### src/rtl/fwd_select_ctrl.sv
// EX-stage operand forwarding select, load-use stall detection and the
// post-WB data buffer feeding mux input 3 (register file has no write-through).
module fwd_select_ctrl #(
    parameter int XLEN = 32,
    parameter int RAW  = 5
) (
    input  logic            clk_i,
    input  logic            rst_i,
    input  logic            stall_i,
    input  logic            flush_i,
    input  logic            id_valid_i,
    input  logic [RAW-1:0]  id_rs1_i,
    input  logic [RAW-1:0]  id_rs2_i,
    input  logic [RAW-1:0]  id_rd_i,
    input  logic            id_regwrite_i,
    input  logic            id_memread_i,
    input  logic [XLEN-1:0] wb_data_i,
    output logic [1:0]      fwd_a_o,
    output logic [1:0]      fwd_b_o,
    output logic [XLEN-1:0] wb1_data_o,
    output logic            hazard_stall_o
);

    // Load status only matters while the load sits in EX; later stages drop it.
    typedef struct packed {
        logic           valid;
        logic           regwrite;
        logic [RAW-1:0] rd;
    } dst_t;

    logic            ex_valid;
    logic            ex_regwrite;
    logic            ex_memread;
    logic [RAW-1:0]  ex_rd;
    logic [RAW-1:0]  ex_rs1;
    logic [RAW-1:0]  ex_rs2;
    dst_t            mem_q;
    dst_t            wb_q;
    dst_t            wb1_q;
    logic [XLEN-1:0] wb1_data_q;
    logic            insert_bubble;

    function automatic logic stage_hit(input dst_t s, input logic [RAW-1:0] rs);
        return s.valid && s.regwrite && (s.rd != '0) && (s.rd == rs);
    endfunction

    assign insert_bubble = flush_i | hazard_stall_o;

    always_ff @(posedge clk_i or negedge rst_i) begin
        if (!rst_i) begin
            ex_valid    <= 1'b0;
            ex_regwrite <= 1'b0;
            ex_memread  <= 1'b0;
            ex_rd       <= '0;
            ex_rs1      <= '0;
            ex_rs2      <= '0;
            mem_q       <= '0;
            wb_q        <= '0;
            wb1_q       <= '0;
            wb1_data_q  <= '0;
        end else if (!stall_i) begin
            wb1_q      <= wb_q;
            wb_q       <= mem_q;
            mem_q      <= '{valid: ex_valid, regwrite: ex_regwrite, rd: ex_rd};
            wb1_data_q <= wb_data_i;
            if (insert_bubble) begin
                ex_valid    <= 1'b0;
                ex_regwrite <= 1'b0;
                ex_memread  <= 1'b0;
                ex_rd       <= '0;
                ex_rs1      <= '0;
                ex_rs2      <= '0;
            end else begin
                ex_valid    <= id_valid_i;
                ex_regwrite <= id_regwrite_i;
                ex_memread  <= id_memread_i;
                ex_rd       <= id_rd_i;
                ex_rs1      <= id_rs1_i;
                ex_rs2      <= id_rs2_i;
            end
        end
    end

    // Youngest producer wins: MEM, then WB, then the post-WB buffer.
    always_comb begin
        fwd_a_o = 2'b00;
        fwd_b_o = 2'b00;
        if (ex_valid) begin
            if (stage_hit(mem_q, ex_rs1))      fwd_a_o = 2'b10;
            else if (stage_hit(wb_q, ex_rs1))  fwd_a_o = 2'b01;
            else if (stage_hit(wb1_q, ex_rs1)) fwd_a_o = 2'b11;

            if (stage_hit(mem_q, ex_rs2))      fwd_b_o = 2'b10;
            else if (stage_hit(wb_q, ex_rs2))  fwd_b_o = 2'b01;
            else if (stage_hit(wb1_q, ex_rs2)) fwd_b_o = 2'b11;
        end
    end

    assign hazard_stall_o = id_valid_i && ex_valid && ex_memread && (ex_rd != '0) &&
                            ((ex_rd == id_rs1_i) || (ex_rd == id_rs2_i));

    assign wb1_data_o = wb1_data_q;

endmodule

### config.mk
export PLATFORM = sky130hd
export DESIGN_NAME = fwd_select_ctrl
export DESIGN_NICKNAME = d
export VERILOG_FILES = /design/src/rtl/fwd_select_ctrl.sv
export SDC_FILE = /design/constraint.sdc
export NUM_CORES = 1
export LEC_CHECK = 0
export ABC_AREA = 1
export CAP_MARGIN = 20
export CORE_UTILIZATION = 25
export DETAILED_ROUTE_END_ITERATION = 6
export SKIP_LAST_GASP = 1
export SYNTH_ARGS = -nofsm -noshare
export SYNTH_HDL_FRONTEND = slang
export SYNTH_SLANG_ARGS = --single-unit
### constraint.sdc
create_clock -name clk_i -period 1.75 [get_ports clk_i]
set_clock_uncertainty 0.05 [all_clocks]
set_input_delay 0.35 -clock clk_i [delete_from_list [all_inputs] [get_ports clk_i]]
set_output_delay 0.35 -clock clk_i [all_outputs]
set_load 0.05 [all_outputs]
# == Word-level counts from Yosys, hierarchy flattened ==
# Index checks and enable logic that the tools add are counted.
# word_totals
register_bits,71
memories,0
latchBits,0
inputBits,54
mem_bits_ro,0
ram_bits,0
elab_cells,60
out_inout_bits,37
# op_classes
div_mod_pow,0
add_sub_neg,0
n_bitwise,1
n_eq_ne,8
muxes,14
multipliers,0
reduce_logical,21
order_cmp,0
shift,0
# ops
operator,count
5-bit == test,8
5-bit nonzero test,4
1-bit logical AND,16
2-bit two-way mux,8
5-bit two-way mux,3
1-bit two-way mux,3
1-bit logical OR,1
1-bit OR,1

# == Logic depth before layout (Yosys ltp) ==
# logic_depth
word_depth,7
mapped_depth,10
depth_no_buf,9

# == Worst setup path before layout ==
# Ideal clock, no wire load.
# synth_timing
path_type,flip-flop to output port
start,reg ex_rs2[3]
end,out fwd_b_o[1]
t_required_ns,1.350
arrival_ns,1.633
path_slack_ns,-0.283
path_buffers,0
stages_incl_launch_ff,6
cell_sequence,dfrtp_1 > xnor2_1 > nand2_1 > nor3_1 > nand2_1 > a21oi_1
# synth_between
elab_chain_cells,6
elab_cells_between_ends,10
classes_between,eq/ne: 3; mux: 4; reduce/logical: 3
# synth_rtl
element,line_no,rtl
start: declaration,36,logic [RAW-1:0] ex_rs2;
start signal: assignment,79,ex_rs2 <= id_rs2_i;
5-bit == test,44,return s.valid && s.regwrite && (s.rd != '0) && (s.rd == rs);
1-bit logical AND,44,
2-bit two-way mux,95,"else if (stage_hit(wb1_q, ex_rs2)) fwd_b_o = 2'b11;"
2-bit two-way mux,94,"else if (stage_hit(wb_q, ex_rs2)) fwd_b_o = 2'b01;"
2-bit two-way mux *,93,"if (stage_hit(mem_q, ex_rs2)) fwd_b_o = 2'b10;"
2-bit two-way mux *,88,if (ex_valid) begin
end: declaration,19,"output logic [1:0] fwd_b_o,"
# Every way passes the cells marked *; elsewhere a longest branch is shown, timed or not.

# == Worst setup path in the final report ==
# layout_timing
start,reg ex_rs1[4]
end,out fwd_a_o[1]
# layout_between
elab_chain_cells,6
elab_cells_between_ends,10
classes_between,eq/ne: 3; mux: 4; reduce/logical: 3
# layout_rtl
element,line_no,rtl
start: declaration,35,logic [RAW-1:0] ex_rs1;
start signal: assignment,78,ex_rs1 <= id_rs1_i;
5-bit == test,44,
1-bit logical AND,44,
2-bit two-way mux,91,"else if (stage_hit(wb1_q, ex_rs1)) fwd_a_o = 2'b11;"
2-bit two-way mux,90,"else if (stage_hit(wb_q, ex_rs1)) fwd_a_o = 2'b01;"
2-bit two-way mux *,89,"if (stage_hit(mem_q, ex_rs1)) fwd_a_o = 2'b10;"
2-bit two-way mux *,88,
end: declaration,18,"output logic [1:0] fwd_a_o,"
# Marked as above.

==> key figures <==
Route
  • Post-route ant nets: 0
  • Vias: 3018
  • Drt first pass iters: 4
  • DRC Markers: 0
  • Total wire length: 8680 um
  • Routed len/inst: 12.2 um
  • Violation count after the first detailed-routing iteration: 103
  • Vias per inst: 4.24

Setup path
  • Worst-path maximum fanout: 4
  • R2R depth: 10
  • Most common cell on crit path: nand2_1
  • Worst EP required: 1.35 ns
  • Crit path cell chain: inv_1 -> nand2_1 -> nand2_1 -> nand3_2 -> nor3_2 -> nand2_1 -> a21oi_4 -> buf_12
  • Critical path capture point type: output pin
  • Arrival time at the worst endpoint: 1.72 ns
  • WP buf/inv: 2
  • R2r setup slk: 0.25 ns
  • CP Class: flip-flop to output pin
  • CP top delay family: simple AND/OR/NAND/NOR gates
  • Worst path slowest cell: dfrtp_2
  • Reg2Reg Capture Point: ex_rs2[2]
  • Worst stage delay on the critical path: 0.43 ns
  • Origin of the critical flop-to-flop path: ex_rd[0]
  • Worst Setup Start Kind: flip-flop

Global routing
  • Pin count of the biggest net entering global routing: 83
  • Initial antenna violation count: 0
  • Gr ovfl total: 0
  • All-Layer GR Usage: 12.3%
  • Vias in the first global route: 2963
  • First-pass GRT wire length: 14000 um

STA
  • Final WS setup: -0.367 ns
  • Final Hold Vio Count: 0
  • Period utilisation layout: 121%
  • Final setup viols: 5
  • Slew margin rel.: 61.4%
  • Final Critical Period: 2.12 ns
  • Slew Limit Fails: 0
  • Setup tns final: -1.53 ns
  • RSZ-0062 raised after global routing: yes
  • Worst Tran Pin Value: 0.580 ns
  • Fmax: 0.472 GHz
  • WHS: 0.348 ns

Clock network
  • Worst-skew pair later-pin latency: 0.33 ns
  • Clk sinks: 71
  • CTS max path bufs: 2
  • H-tree Lvls: 3
  • CTS Root Cell: clkbuf_16
  • CTS tree: yes
  • Cts bufs inserted: 9
  • CTS clk-pin slew, worst paths: 0.06 ns

Place
  • Post-DP HPWL: 6220 um
  • I/O Buffers: 90
  • Final GP Congestion: 0.854
  • DP Worst Slack: -0.260 ns
  • Placed insts: 688

Yosys
  • Synth area leader: dfrtp_1
  • Post-Syn Area: 3610 um2
  • Commonest cells post-synth: nand2_1 (125), dfrtp_1 (71), inv_1 (46)
  • Top-count cell post-synth: nand2_1
  • Synth top area share: 49.3%
  • Post-synthesis cell type count: 22
  • Post-synth ARST share: 100%
  • Post-synth top flop: dfrtp_1
  • Post-synthesis compound-gate area fraction: 3.05%
  • Cell count after synthesis: 420
  • Register area share after synthesis: 49.3%
  • Adder-Cell Fraction of Synth Area: 0%
  • Main combinational cell family by area after synthesis: simple AND/OR/NAND/NOR gates
  • Synth area leaders: dfrtp_1 (49%), nand2_1 (13%), mux2_2 (11%), inv_1 (4.8%), nor2_1 (4.7%)
  • Syn Area/Cell: 8.59 um2
  • Syn_nets: 474
  • Synth Area in XOR/XNOR: 4.13%
  • Synth Area in Simple Gates: 24.9%
  • Yosys warns: 0
  • EDFF count, synth: 0
  • Mux contribution to synthesized area: 10.6%
  • Flops & latches, synth: 71

Power and ir drop
  • Peak supply drop: 502 uV
  • Pwr Total: 4.95 mW
  • Pwr/cell area: 949 nW/um2
  • Leak: 2.56 nW

Floorplanning
  • Width of the die: 122 um
  • IO Count: 91
  • Starting Density: 25.8%
  • Die area: 14900 um2
  • Core area: 14000 um2
  • Std cell rows: 43
  • Height of the die: 122 um

Cells and area
  • Nets: 582
  • Layout cells sized above 1: 31.8%
  • Antenna diodes: 0
  • Layout area overhead: 44.5%
  • Filler cells: 1395
  • Finished Layout Cells: 712

Worst hold path
  • Hold Crit Start: id_rs2_i[0]
  • WHS Endpoint: ex_rs2[0]
  • Hold depth: 5
  • Hold Crit Class: input pin to flip-flop

Status
  • Failing checks: setup timing
  • Outcome: finished, violations left

Job
  • MaxCap Viol Count: 0
worst min-delay path, stage by stage:
cell	delay, ns
dlymetal6s2s_1	0.15
inv_1	0.06
nor2_1	0.03
nand3_1	0.06
nand2_1	0.05
timing repair:
item,4_1_cts,5_1_grt
pin swaps,4,24
hold endpoints to repair,19,0
setup buffers,1,7
gates resized for setup,18,36
setup endpoints to repair,5,5
hold buffers,1,0
sequential cells by signal, summed over array words and instances, names as in the netlist:
register,flops
ex_regwrite,1
mem_q,7
ex_rs1,5
ex_memread,1
wb1_q,7
wb_q,7
ex_valid,1
ex_rd,5
wb1_data_o,32
ex_rs2,5
area by class of cell:
cell class	count	area, um2	area share, %
flip-flops and latches	71	1790	34.4
multi-input cells	283	1640	31.5
repair buffers	111	1050	20.2
clock buffers	12	256	4.92
well taps	180	225	4.32
inverters	52	198	3.79
clock inverters	3	42.5	0.817
metal layers:
metal	global-route usage, %	vias up	part of all wire (%)
met1	14.7	1415	44
met4	5.26	0	1.7
met2	20.2	64	50
li1	-	1527	-
met3	3.79	12	4.4
met5	0	-	0
layout by cell type (no fill, tap or decap), types with 4 or more instances in the layout:
cell type | synthesis | final
nand2_2 | 1 | 5
nand2_1 | 125 | 121
nor2_2 | 0 | 6
xor2_1 | 11 | 11
dfrtp_2 | 0 | 13
o21ai_0 | 15 | 15
mux2_2 | 34 | 34
dfrtp_1 | 71 | 58
dlymetal6s2s_1 | 2 | 6
nand3_1 | 22 | 18
buf_12 | 0 | 6
nand3_2 | 9 | 13
a21oi_1 | 7 | 4
clkdlybuf4s50_1 | 0 | 43
inv_2 | 4 | 14
clkbuf_16 | 0 | 9
nor2_1 | 45 | 38
buf_4 | 1 | 51
inv_1 | 46 | 35
nand4_1 | 5 | 5
power by group:
part           total (mW)  switching [mW]  internal [mW]
sequential           1.97           0.157           1.81
clock                1.84           0.671           1.17
combinational        1.14           0.663          0.474
total                4.95            1.49           3.45
kinds of logic (layout without fill, tap and decap cells):
group	after synthesis	in the layout
AND/OR/NAND/NOR	210	210
buffers and inverters	66	178
AO/OA/AOI/OAI	22	22
multiplexers	34	34
XOR/XNOR	17	17
flip-flops	71	71
per-stage QoR:
stage	util (%)	area, um2
finish	37.2	5210
global route	37.2	5210
CTS	36.2	5060
detailed placement	33.8	4720
global placement	33.8	4720
floorplan	-	3630
worst max-delay path by stage:
stage,depth (start not counted),from,to
global route,10,ex_rs1[4],fwd_a_o[0]
finish,8,ex_rs1[4],fwd_a_o[1]
floorplan,5,ex_rs2[3],fwd_b_o[1]
global placement,10,id_rs1_i[0],hazard_stall_o
detailed placement,10,id_rs1_i[0],hazard_stall_o
CTS,10,ex_rs2[0],fwd_b_o[0]
(Power assumes the default switching activity.)
